File: src/rtl/nn_pkg.sv
// Shared constants and state encoding for the neuron sequencer.
package nn_pkg;

    localparam int NUM_IN           = 8;
    localparam int WORDS_PER_NEURON = 9;
    localparam int DATA_W           = 8;

    typedef enum logic [1:0] {
        LOAD_X,
        FETCH,
        EVAL,
        SEND
    } state_t;

endpackage

File: src/rtl/nn_weight_fetch.sv
// Weight fetch engine: issues 9 consecutive reads (8 weights + bias),
// tracks the 1-cycle memory read latency and captures returned words into
// the weight/bias registers that feed the neuron datapath.
module nn_weight_fetch
    import nn_pkg::*;
#(
    parameter int ADDR_W = 8
) (
    input  logic                       clk,
    input  logic                       rst_n,
    input  logic                       start,
    input  logic [ADDR_W-1:0]          start_addr,
    input  logic                       clear,
    input  logic [DATA_W-1:0]          wmem_data,
    output logic                       wmem_en,
    output logic [ADDR_W-1:0]          wmem_addr,
    output logic [NUM_IN*DATA_W-1:0]   w_flat,
    output logic [DATA_W-1:0]          bias,
    output logic                       done
);

    localparam logic [3:0] LAST_K = 4'(WORDS_PER_NEURON - 1);

    logic [3:0] rd_k;     // index of the read being issued
    logic       cap_vld;  // read data is on wmem_data this cycle
    logic [3:0] cap_k;    // index of the word on wmem_data

    // Bias is the final word of the burst; the parent leaves FETCH on the edge it lands.
    assign done = cap_vld && (cap_k == LAST_K);

    // Read issue, latency pipeline and capture into the operand registers.
    always_ff @(posedge clk or negedge rst_n) begin
        if (!rst_n) begin
            wmem_en   <= 1'b0;
            wmem_addr <= '0;
            rd_k      <= '0;
            cap_vld   <= 1'b0;
            cap_k     <= '0;
            w_flat    <= '0;
            bias      <= '0;
        end else begin
            // NOTE: non-blocking assignments let cap_vld/cap_k sample the
            // pre-edge wmem_en/rd_k, which is exactly the 1-cycle read delay.
            cap_vld <= wmem_en;
            cap_k   <= rd_k;

            if (clear) begin
                wmem_en   <= 1'b0;
                wmem_addr <= '0;
                rd_k      <= '0;
            end else if (start) begin
                wmem_en   <= 1'b1;
                wmem_addr <= start_addr;
                rd_k      <= '0;
            end else if (wmem_en) begin
                rd_k <= rd_k + 4'd1;
                if (rd_k == LAST_K) begin
                    wmem_en <= 1'b0;  // address parks on the bias word
                end else begin
                    wmem_addr <= wmem_addr + 1'b1;
                end
            end

            if (cap_vld) begin
                if (cap_k == LAST_K) begin
                    bias <= wmem_data;
                end else begin
                    w_flat[{cap_k[2:0], 3'b000} +: DATA_W] <= wmem_data;
                end
            end
        end
    end

endmodule

File: src/rtl/neuron_sequencer.sv
// Neuron sequencer: loads 8 activations, then for each neuron fetches
// weights/bias, evaluates the shared combinational neuron and streams out
// one ReLU result per neuron.
// Optional macro NEURON_SEQ_FRAME_CNT_EN adds a 16-bit completed-frame counter.
module neuron_sequencer
    import nn_pkg::*;
#(
    parameter int NUM_NEURONS = 4,
    parameter int ADDR_W      = 8
) (
    input  logic                     clk,
    input  logic                     rst_n,
    input  logic                     in_valid,
    output logic                     in_ready,
    input  logic [DATA_W-1:0]        in_data,
    output logic                     wmem_en,
    output logic [ADDR_W-1:0]        wmem_addr,
    input  logic [DATA_W-1:0]        wmem_data,
    output logic [NUM_IN*DATA_W-1:0] nx_flat,
    output logic [NUM_IN*DATA_W-1:0] nw_flat,
    output logic [DATA_W-1:0]        nbias,
    input  logic [DATA_W-1:0]        nout,
    output logic                     out_valid,
    input  logic                     out_ready,
    output logic [DATA_W-1:0]        out_data,
    output logic                     out_last,
    output logic                     busy
`ifdef NEURON_SEQ_FRAME_CNT_EN
    ,
    output logic [15:0]              frame_cnt
`endif
);

    localparam int N_W = (NUM_NEURONS > 1) ? $clog2(NUM_NEURONS) : 1;

    state_t              state;
    logic [2:0]          x_cnt;
    logic [N_W-1:0]      n;
    logic                in_fire;
    logic                out_fire;
    logic                last_n;
    logic                fetch_start;
    logic                fetch_clear;
    logic                fetch_done;
    logic [ADDR_W-1:0]   start_addr;

    assign in_fire  = in_valid && in_ready;
    assign out_fire = out_valid && out_ready;
    assign last_n   = (n == N_W'(NUM_NEURONS - 1));

    // Fetch control: start a burst on the 8th accept or a non-final handshake,
    // park the address at 0 when the frame completes.
    always_comb begin
        // NOTE: every always_comb output gets a default first so no path
        // leaves it unassigned and infers a latch.
        fetch_start = 1'b0;
        fetch_clear = 1'b0;
        start_addr  = '0;
        if (state == LOAD_X && in_fire && x_cnt == 3'd7) begin
            fetch_start = 1'b1;
        end
        if (state == SEND && out_fire) begin
            if (last_n) begin
                fetch_clear = 1'b1;
            end else begin
                fetch_start = 1'b1;
                start_addr  = ADDR_W'((int'(n) + 1) * WORDS_PER_NEURON);
            end
        end
    end

    nn_weight_fetch #(
        .ADDR_W(ADDR_W)
    ) u_fetch (
        .clk        (clk),
        .rst_n      (rst_n),
        .start      (fetch_start),
        .start_addr (start_addr),
        .clear      (fetch_clear),
        .wmem_data  (wmem_data),
        .wmem_en    (wmem_en),
        .wmem_addr  (wmem_addr),
        .w_flat     (nw_flat),
        .bias       (nbias),
        .done       (fetch_done)
    );

    // Main FSM with registered stream/status outputs and activation storage.
    always_ff @(posedge clk or negedge rst_n) begin
        if (!rst_n) begin
            state     <= LOAD_X;
            x_cnt     <= '0;
            n         <= '0;
            // NOTE: the activation slots are reset because they drive nx_flat
            // directly and a reset must also discard a partial frame.
            nx_flat   <= '0;
            in_ready  <= 1'b1;
            out_valid <= 1'b0;
            out_data  <= '0;
            out_last  <= 1'b0;
            busy      <= 1'b0;
        end else begin
            case (state)
                LOAD_X: begin
                    if (in_fire) begin
                        nx_flat[{x_cnt, 3'b000} +: DATA_W] <= in_data;
                        x_cnt <= x_cnt + 3'd1;
                        if (x_cnt == 3'd7) begin
                            state    <= FETCH;
                            n        <= '0;
                            in_ready <= 1'b0;
                            busy     <= 1'b1;
                        end
                    end
                end
                FETCH: begin
                    if (fetch_done) begin
                        state <= EVAL;
                    end
                end
                EVAL: begin
                    out_data  <= nout;
                    out_valid <= 1'b1;
                    out_last  <= last_n;
                    state     <= SEND;
                end
                SEND: begin
                    if (out_ready) begin
                        out_valid <= 1'b0;
                        out_last  <= 1'b0;
                        if (last_n) begin
                            state    <= LOAD_X;
                            n        <= '0;
                            x_cnt    <= '0;
                            in_ready <= 1'b1;
                            busy     <= 1'b0;
                        end else begin
                            n     <= n + 1'b1;
                            state <= FETCH;
                        end
                    end
                end
            endcase
        end
    end

`ifdef NEURON_SEQ_FRAME_CNT_EN
    // Completed-frame counter; wraps naturally at 16 bits.
    always_ff @(posedge clk or negedge rst_n) begin
        if (!rst_n) begin
            frame_cnt <= '0;
        end else if (out_fire && out_last) begin
            frame_cnt <= frame_cnt + 16'd1;
        end
    end
`endif

endmodule
File: config.mk
export PLATFORM = sky130hd
export DESIGN_NAME = neuron_sequencer
export DESIGN_NICKNAME = d
export VERILOG_FILES = /design/src/rtl/nn_pkg.sv /design/src/rtl/nn_weight_fetch.sv /design/src/rtl/neuron_sequencer.sv
export SDC_FILE = /design/constraint.sdc
export NUM_CORES = 1
export LEC_CHECK = 0
export BUFFER_PORTS_ARGS = -buffer_cell sky130_fd_sc_hd__buf_4
export CELL_PAD_IN_SITES_DETAIL_PLACEMENT = 1
export CELL_PAD_IN_SITES_GLOBAL_PLACEMENT = 1
export CORE_UTILIZATION = 38
export DETAILED_ROUTE_END_ITERATION = 6
export PLACE_DENSITY = 0.79
export SYNTH_ARGS = -nofsm -noshare
export SYNTH_HDL_FRONTEND = slang
export SYNTH_SLANG_ARGS = --single-unit
export TNS_END_PERCENT = 10
File: constraint.sdc
create_clock -name clk -period 2.6 [get_ports clk]
set_clock_uncertainty 0.15 [all_clocks]
set_input_delay 0.26 -clock clk [delete_from_list [all_inputs] [get_ports clk]]
set_output_delay 0.26 -clock clk [all_outputs]
set_load 0.05 [all_outputs]
; Yosys cells after proc, flatten, opt, wreduce, memory -nomap -nowiden
; Cells that the tools add are included.
[totals]
register_bits = 173
input_bits = 28
elab_cells = 109
[op_classes]
addsub = 7
n_mul = 1
n_eq_ne = 13
shift = 4
mux = 48
n_bitwise = 1
reduce_logical = 19
[op_table]
columns = op, count
row1 = $bwmux 64, 2
row2 = $shift 8x8->64 const A, 2
row3 = $shiftx 8x8->64, 2
row4 = $mux 8, 4
row5 = $mux 1, 19
row6 = $mux 2, 8
row7 = $neg 6->8, 2
row8 = $mux 7, 2
row9 = $mux 4, 3
row10 = $reduce_and 4->1, 3
row11 = $reduce_and 2->1, 5
row12 = $mux 3, 3
row13 = $add 8x1->8 const B, 1
row14 = $eq 4x4->1 const B, 2
row15 = $ne 2x2->1 const B, 4
row16 = $pmux 1 s2, 4
row17 = $pmux 2 s4, 1
row18 = $mul 3x4->7 const B, 1
row19 = $eq 2x2->1 const B, 3
row20 = $logic_and 1x1->1, 6
row21 = $pmux 3 s2, 1
row22 = $reduce_and 5->1, 1
row23 = $add 4x1->4 const B, 1
row24 = $pmux 2 s2, 1
row25 = 11 further kinds, 12

; Depth between registers and ports, before layout
; Gate-level depths: netlist (run 1).
[logic_depth]
ltp_word = 8
ltp_mapped = 11

; Cells and area by module
; From an unflattened synthesis (run 1), not the netlist that was laid out.
[unflattened]
hier_cells = 519
area_unflattened_um2 = 7495.9
[modules_own_cells]
columns = mod, instances, cells_per_inst, area_each_um2, seq_area_each_um2
row1 = nn_weight_fetch, 1, 248, 3768.6, 2252.2
row2 = neuron_sequencer, 1, 271, 3727.3, 2078.2

; Worst setup path before layout (run 1)
; OpenSTA, ideal clock, no wires.
[synth_path]
kind = reg2reg
start = reg x_cnt[0]
end = reg nx_flat[18]
setup_ps = 125
arrival_time_ps = 2514
required_time_ps = 2325
path_slack_ps = -189
stages_incl_launch_ff = 9
path_buffers = 2
path_cell_list = dfrtp_1 -> buf_2 -> clkbuf_1 -> inv_1 -> ha_1 -> ha_1 -> or4b_4 -> nor2_2 -> mux2_2
[synth_via]
elab_chain_len = 3
word_cells_on_any_way = 4
cone_classes = 1 x add/sub / 2 x shift / 1 x mux
[synth_lines]
columns = element, line
row1 = from (decl), neuron_sequencer.sv:37  ; logic [2:0] x_cnt;
row2 = from (signal assigned), neuron_sequencer.sv:107  ; x_cnt <= x_cnt + 3'd1;
row3 = $neg 6->8 (*), neuron_sequencer.sv:106  ; nx_flat[{x_cnt, 3'b000} +: DATA_W] <= in_data;
row4 = $shiftx 8x8->64 or $shift 8x8->64 (tied branches), neuron_sequencer.sv:106
row5 = $bwmux 64 (*), neuron_sequencer.sv:106
row6 = "to (signal, indexed assignment)", neuron_sequencer.sv:106
row7 = to (decl), neuron_sequencer.sv:19  ; output logic [NUM_IN*DATA_W-1:0] nx_flat,
; Every way passes the cells marked *; elsewhere a longest branch is shown, timed or not.
; A chain may end at the register's enable or synchronous reset.

; Final worst setup path (run 1)
[layout_path]
start = reg x_cnt[1]
end = reg nx_flat[49]
; Same word-level chain as after synthesis.

==> results of run 1 <==
-- path summary, 6_finish.rpt --
check                                 from                to  cells past startpoint
max                               x_cnt[1]       nx_flat[49]                      6
min                             in_data[3]       nx_flat[11]                      3
max reg2reg                       x_cnt[1]       nx_flat[49]                      6
min reg2reg                u_fetch.rd_k[3]  u_fetch.cap_k[3]                      0
max in group asynchronous            rst_n   u_fetch.bias[3]                      3
min in group asynchronous            rst_n   u_fetch.bias[0]                      2
-- timing repair --
| action | 4_1_cts | 5_1_grt |
|---|---|---|
| hold buffers | 17 | 0 |
| setup endpoints to repair | 0 | 24 |
| hold endpoints to repair | 103 | 0 |
| resized for setup | 0 | 3 |
-- cell type report --
type,instances,area share
well taps,229,0.0292
flip-flops and latches,173,0.441
repair buffers,218,0.175
clock inverters,15,0.0176
clock buffers,17,0.0433
multi-input cells,325,0.281
inverters,32,0.0125
-- stage by stage --
stage	hold WS, ps	worst slack, ps	setup TNS [ps]
finish	14.9	89.1	0
global placement	141	212	0
detailed placement	154	98.4	0
CTS	1.93	87.1	0
floorplan	-186	-51.4	-411
global route	10.0	6.60	0
-- critical path: stages (launching register included) --
cell	delay, ps
dfrtp_1	430
inv_1	110
ha_4	190
ha_1	190
or4b_4	560
nor3_4	380
mux2_2	390
-- per-layer routing --
layer / vias up / global-route usage / part of all wire
met5: - / 0 / 0
met4: 0 / 0.0654 / 0.015
met3: 24 / 0.0526 / 0.057
met2: 153 / 0.377 / 0.52
met1: 2715 / 0.262 / 0.41
li1: 2366 / - / -
-- sequential cells by signal (all words and copies together) (netlist names), 2 cells and up --
name and count:
nx_flat 64, u_fetch.w_flat 64, out_data 8, u_fetch.bias 8, u_fetch.wmem_addr 8, u_fetch.cap_k 4, u_fetch.rd_k 4, x_cnt 3
n 2, state 2
-- kinds of logic after synthesis --
kind of cell             after synthesis
flip-flops                           173
multiplexers                         121
AND/OR/NAND/NOR                      120
AO/OA/AOI/OAI                         59
buffers and inverters                 50
adder cells (fa/ha/maj)               17
XOR/XNOR                               8
-- Yosys cell counts, types with 2 or more instances --
library cell    n  share of area
inv_1          32          0.017
nand2b_1        3         0.0026
nand3b_1        2         0.0021
o21bai_1        2         0.0021
clkbuf_1        9         0.0047
mux2i_1         4         0.0056
nor2_1         20          0.010
xnor2_1         2         0.0024
a22o_1          3         0.0036
or3_1           2         0.0017
a21oi_1         5         0.0035
and2_1          3         0.0026
nor2b_1         5         0.0043
a21boi_0        3         0.0031
nor3_4          3         0.0068
o21ai_0        35          0.024
dfrtp_1       172           0.60
nor2_2          2         0.0017
nand3_1        15          0.010
ha_1           17          0.030
nor3_1          5         0.0035
and4_1          2         0.0024
mux2_2        116           0.18
buf_2           6         0.0042
nand2_1        31          0.016
xor2_1          6         0.0073
and3_1          2         0.0017
nand4_1        15          0.013
==> out/metrics.csv, run 1 <==
metric,value,unit
status,"complete, no violations",
Critical Path RT,2760,ps
Die W,140,um
Fillers,1866,
"most common cell after layout, fill and taps aside",buf_4,
Synth Area in Simple Gates,0.0941,
area of the multi-input gates,2760,um^2
commonest register cell after synthesis,dfrtp_1,
crit end category,register,
layout overhead on the synthesized area,36.3,%
WP data arrival,2670,ps
Bufs on Longest Clock Path,2,
first-pass GRT wire length,32.6,mm
DP HPWL,14.5,mm
syn avg cell area,13.1,um^2
area share of fa/ha/maj cells after synthesis,0.0295,
Total Wirelength,20.1,mm
Max H-tree Level,4,
Post-synth EDFFs,0,
Hold WC Path Type,in2reg,
Gate Count Post-Synth,548,
Clock Latency Late Sink,420,ps
clock-pin transition on the worst setup and hold timing paths,80,ps
register area share after synthesis,0.601,
antenna-violating nets left,0,
async set-reset flop share out of synthesis,1.00,
vias,5258,
clock sinks,173,
DR WL/cell,19.9,um
area of the mapped netlist,7200,um^2
Slew HR,0.572,
Boundary Pins,185,
routed via count divided by cell count,5.21,
Final Net Count,812,
xor/xnor share of the synthesized area,0.00973,
register area,4330,um^2
compound-gate portion of the synthesized area,0.0493,
"Slew Viols, Final",0,
initial antenna violation count,0,
"Hold Violations, Final",0,
synth warn,0,
most frequent cells in the layout,"buf_4, dfrtp_1, mux2_2, o21ai_0",
Global Route Usage Sum,0.216,
GR Overflow Total,0,
final RePlAce weighted congestion,0.795,
pin count of the biggest net entering global routing,65,
crit share post-route,0.966,
drt pass-1 iters,4,
full die area,19500,um^2
placed cells,960,
largest family of logic cells by synthesized area,multiplexers,
CP Max Fanout,8,
Period minus WS final,2510,ps
antenna cells,0,
Iter 0 DRT Violations,172,
Max-cap violations,0,
R2R setup slack,90,ps
vias in the first global route,5867,
Placed Area,9030,um^2
Setup Buffers After CTS,0,
port bufs,184,
Core Region,18300,um^2
#FFs+latches synth,173,
initial core utilization,0.394,
post-synthesis mux area share,0.188,
crit path launch type,register,
count of cell types in the netlist,54,
fraction of layout cells with a size suffix above 1,0.472,
RSZ-0062 raised after global routing,false,
CTS Buf Count,17,
CTS tree,built,
die height,140,um
Peak Freq,398,MHz
Row Count,49,
# DRC,0,
Util after Layout,0.537,
syn nets,593,
critical path class,reg2reg,
clock root cell,clkbuf_16,
pin slew with the least headroom to its limit,642,ps
Final Setup Violations,0,
Finished Layout Cells,1009,
final instance area,9820,um^2
Power of run 1 is not shown: default switching activity piles up to over one toggle a cycle in this logic, so the estimate is an artifact.
==> run 2: changes to the inputs <==
--- a/config.mk
+++ b/config.mk
@@ -6,11 +6,9 @@
 export NUM_CORES = 1
 export LEC_CHECK = 0
 export BUFFER_PORTS_ARGS = -buffer_cell sky130_fd_sc_hd__buf_4
-export CELL_PAD_IN_SITES_DETAIL_PLACEMENT = 1
-export CELL_PAD_IN_SITES_GLOBAL_PLACEMENT = 1
-export CORE_UTILIZATION = 38
+export CORE_UTILIZATION = 48
 export DETAILED_ROUTE_END_ITERATION = 6
-export PLACE_DENSITY = 0.79
+export PLACE_DENSITY = 0.77
 export SYNTH_ARGS = -nofsm -noshare
 export SYNTH_HDL_FRONTEND = slang
 export SYNTH_SLANG_ARGS = --single-unit
==> out/metrics.csv, run 2 (synthesis results as in run 1) <==
metric,value,unit,change
full die area,15500,um^2,-21%
routed via count divided by cell count,5.26,,+0.92%
GR Overflow Total,0,,unchanged
met1 Track Usage GR,0.289,,+0.0267
Peak Freq,406,MHz,+1.8%
clock-pin transition on the worst setup and hold timing paths,70,ps,about the same
# resized after CTS,0,,unchanged
"Slew Viols, Final",0,,unchanged
pin slew with the least headroom to its limit,667,ps,+24.9 ps
TNS Setup,0,ps,unchanged
"Hold Violations, Final",0,,unchanged
critical path class,reg2reg,,
DP HPWL,12.1,mm,-17%
Iter 0 DRT Violations,250,,+45%
Period minus WS final,2470,ps,-45.5 ps
initial antenna violation count,0,,unchanged
Global Route Usage Sum,0.229,,+0.0134
DR WL/cell,17.4,um,-12%
cts hold-fix bufs,26,,+9
Boundary Pins,185,,unchanged
CTS tree,built,,
Finished Layout Cells,976,,-3.3%
port bufs,184,,unchanged
antenna-violating nets left,0,,unchanged
global routing's busiest layer,met2,,
drt pass-1 iters,4,,unchanged
clock root cell,clkbuf_16,,
Row Count,44,,-10%
RSZ-0062 raised after global routing,false,,
met2 Use GR,0.378,,+0.000860
pre-CTS setup slack,131,ps,+32.7 ps
Slew HR,0.556,,-0.0166
Setup Buffers After CTS,0,,unchanged
layout overhead on the synthesized area,36.5,%,
Bufs on Longest Clock Path,2,,unchanged
die height,125,um,-11%
final RePlAce weighted congestion,0.832,,+4.7%
clock sinks,173,,unchanged
crit share post-route,0.948,,-0.0175
fraction of layout cells with a size suffix above 1,0.463,,-0.00841
status,"complete, no violations",,
met3 Usage GRT,0.0726,,+0.0199
vias in the first global route,5360,,-8.6%
"most common cell after layout, fill and taps aside",buf_4,,
antenna cells,0,,unchanged
Setup WS post-layout,135,ps,+45.5 ps
Hold WC Path Type,in2reg,,
Total Wirelength,17.0,mm,-15%
first-pass GRT wire length,27.9,mm,-14%
CTS Buf Count,17,,unchanged
pin count of the biggest net entering global routing,72,,+11%
crit end category,register,,
vias,5133,,-2.4%
Die W,125,um,-11%
Clock Latency Late Sink,430,ps,about the same
Max-cap violations,0,,unchanged
crit path launch type,register,,
largest registers,"nx_flat (64), u_fetch.w_flat (64)",,
# DRC,0,,unchanged
placed cells,918,,-4.4%
initial core utilization,0.494,,+0.0995
Final Setup Violations,0,,unchanged
Core Region,14600,um^2,-20%
Util after Layout,0.674,,+0.136
most frequent cells in the layout,"buf_4, dfrtp_1, mux2_2, o21ai_0",,
Final Net Count,824,,+1.5%
Max H-tree Level,4,,unchanged
Critical Path RT,2780,ps,+20 ps
WP data arrival,2640,ps,-30 ps
CP Max Fanout,8,,unchanged
==> run 2: cell count changes in the layout (fill, tap and decap cells not counted), sizes merged <==
cell and delta:
buf +3, bufinv +2, clkbuf +2, clkinv -2, clkinvlp -1, dlygate4sd3 +9
inv -1
==> run 2: worst paths after layout <==
| path | depth (start not counted) | endpoint | slack [ps] | start |
|---|---|---|---|---|
| worst max-delay path | 6 | nx_flat[51] | 130 | x_cnt[1] |
| worst min-delay path | 3 | u_fetch.wmem_en | 170 | in_valid |
| worst max register to register | 6 | nx_flat[51] | 130 | x_cnt[1] |
| worst min register to register | 0 | u_fetch.cap_k[3] | 270 | u_fetch.rd_k[3] |
| max in group asynchronous | 3 | u_fetch.cap_k[1] | 1290 | rst_n |
| min in group asynchronous | 2 | u_fetch.bias[0] | 260 | rst_n |
==> run 2: stage by stage <==
step / cell area (um^2) / hold WS (ps)
after floorplan: 7290 / -186
after global placement: 8980 / 155
after detailed placement: 8980 / 169
after CTS: 9830 / 157
after global routing: 9830 / 180
final: 9830 / 174
==> run 2: area by class of cell <==
type,instances,area [um^2]
Sequential cell,173,4330
Tap cell,184,230
Clock buffer,19,443
Fill cell,1008,4760
Multi-Input combinational cell,325,2750
Clock inverter,13,151
Inverter,32,123
Timing Repair Buffer,230,1810
==> run 2: worst max-delay path, cell delays in order (launching register included) <==
cell and delay, ps:
dfrtp_1 410, inv_1 100, ha_4 180, ha_1 200, or4b_4 560, nor3_4 370, mux2_2 390
==> run 2: metal layers <==
layer,up-vias,share of wire
met3,13,0.059
li1,2391,-
met4,0,0.011
met2,157,0.49
met5,-,0
met1,2572,0.44
Power of run 2 is left out for the same reason.
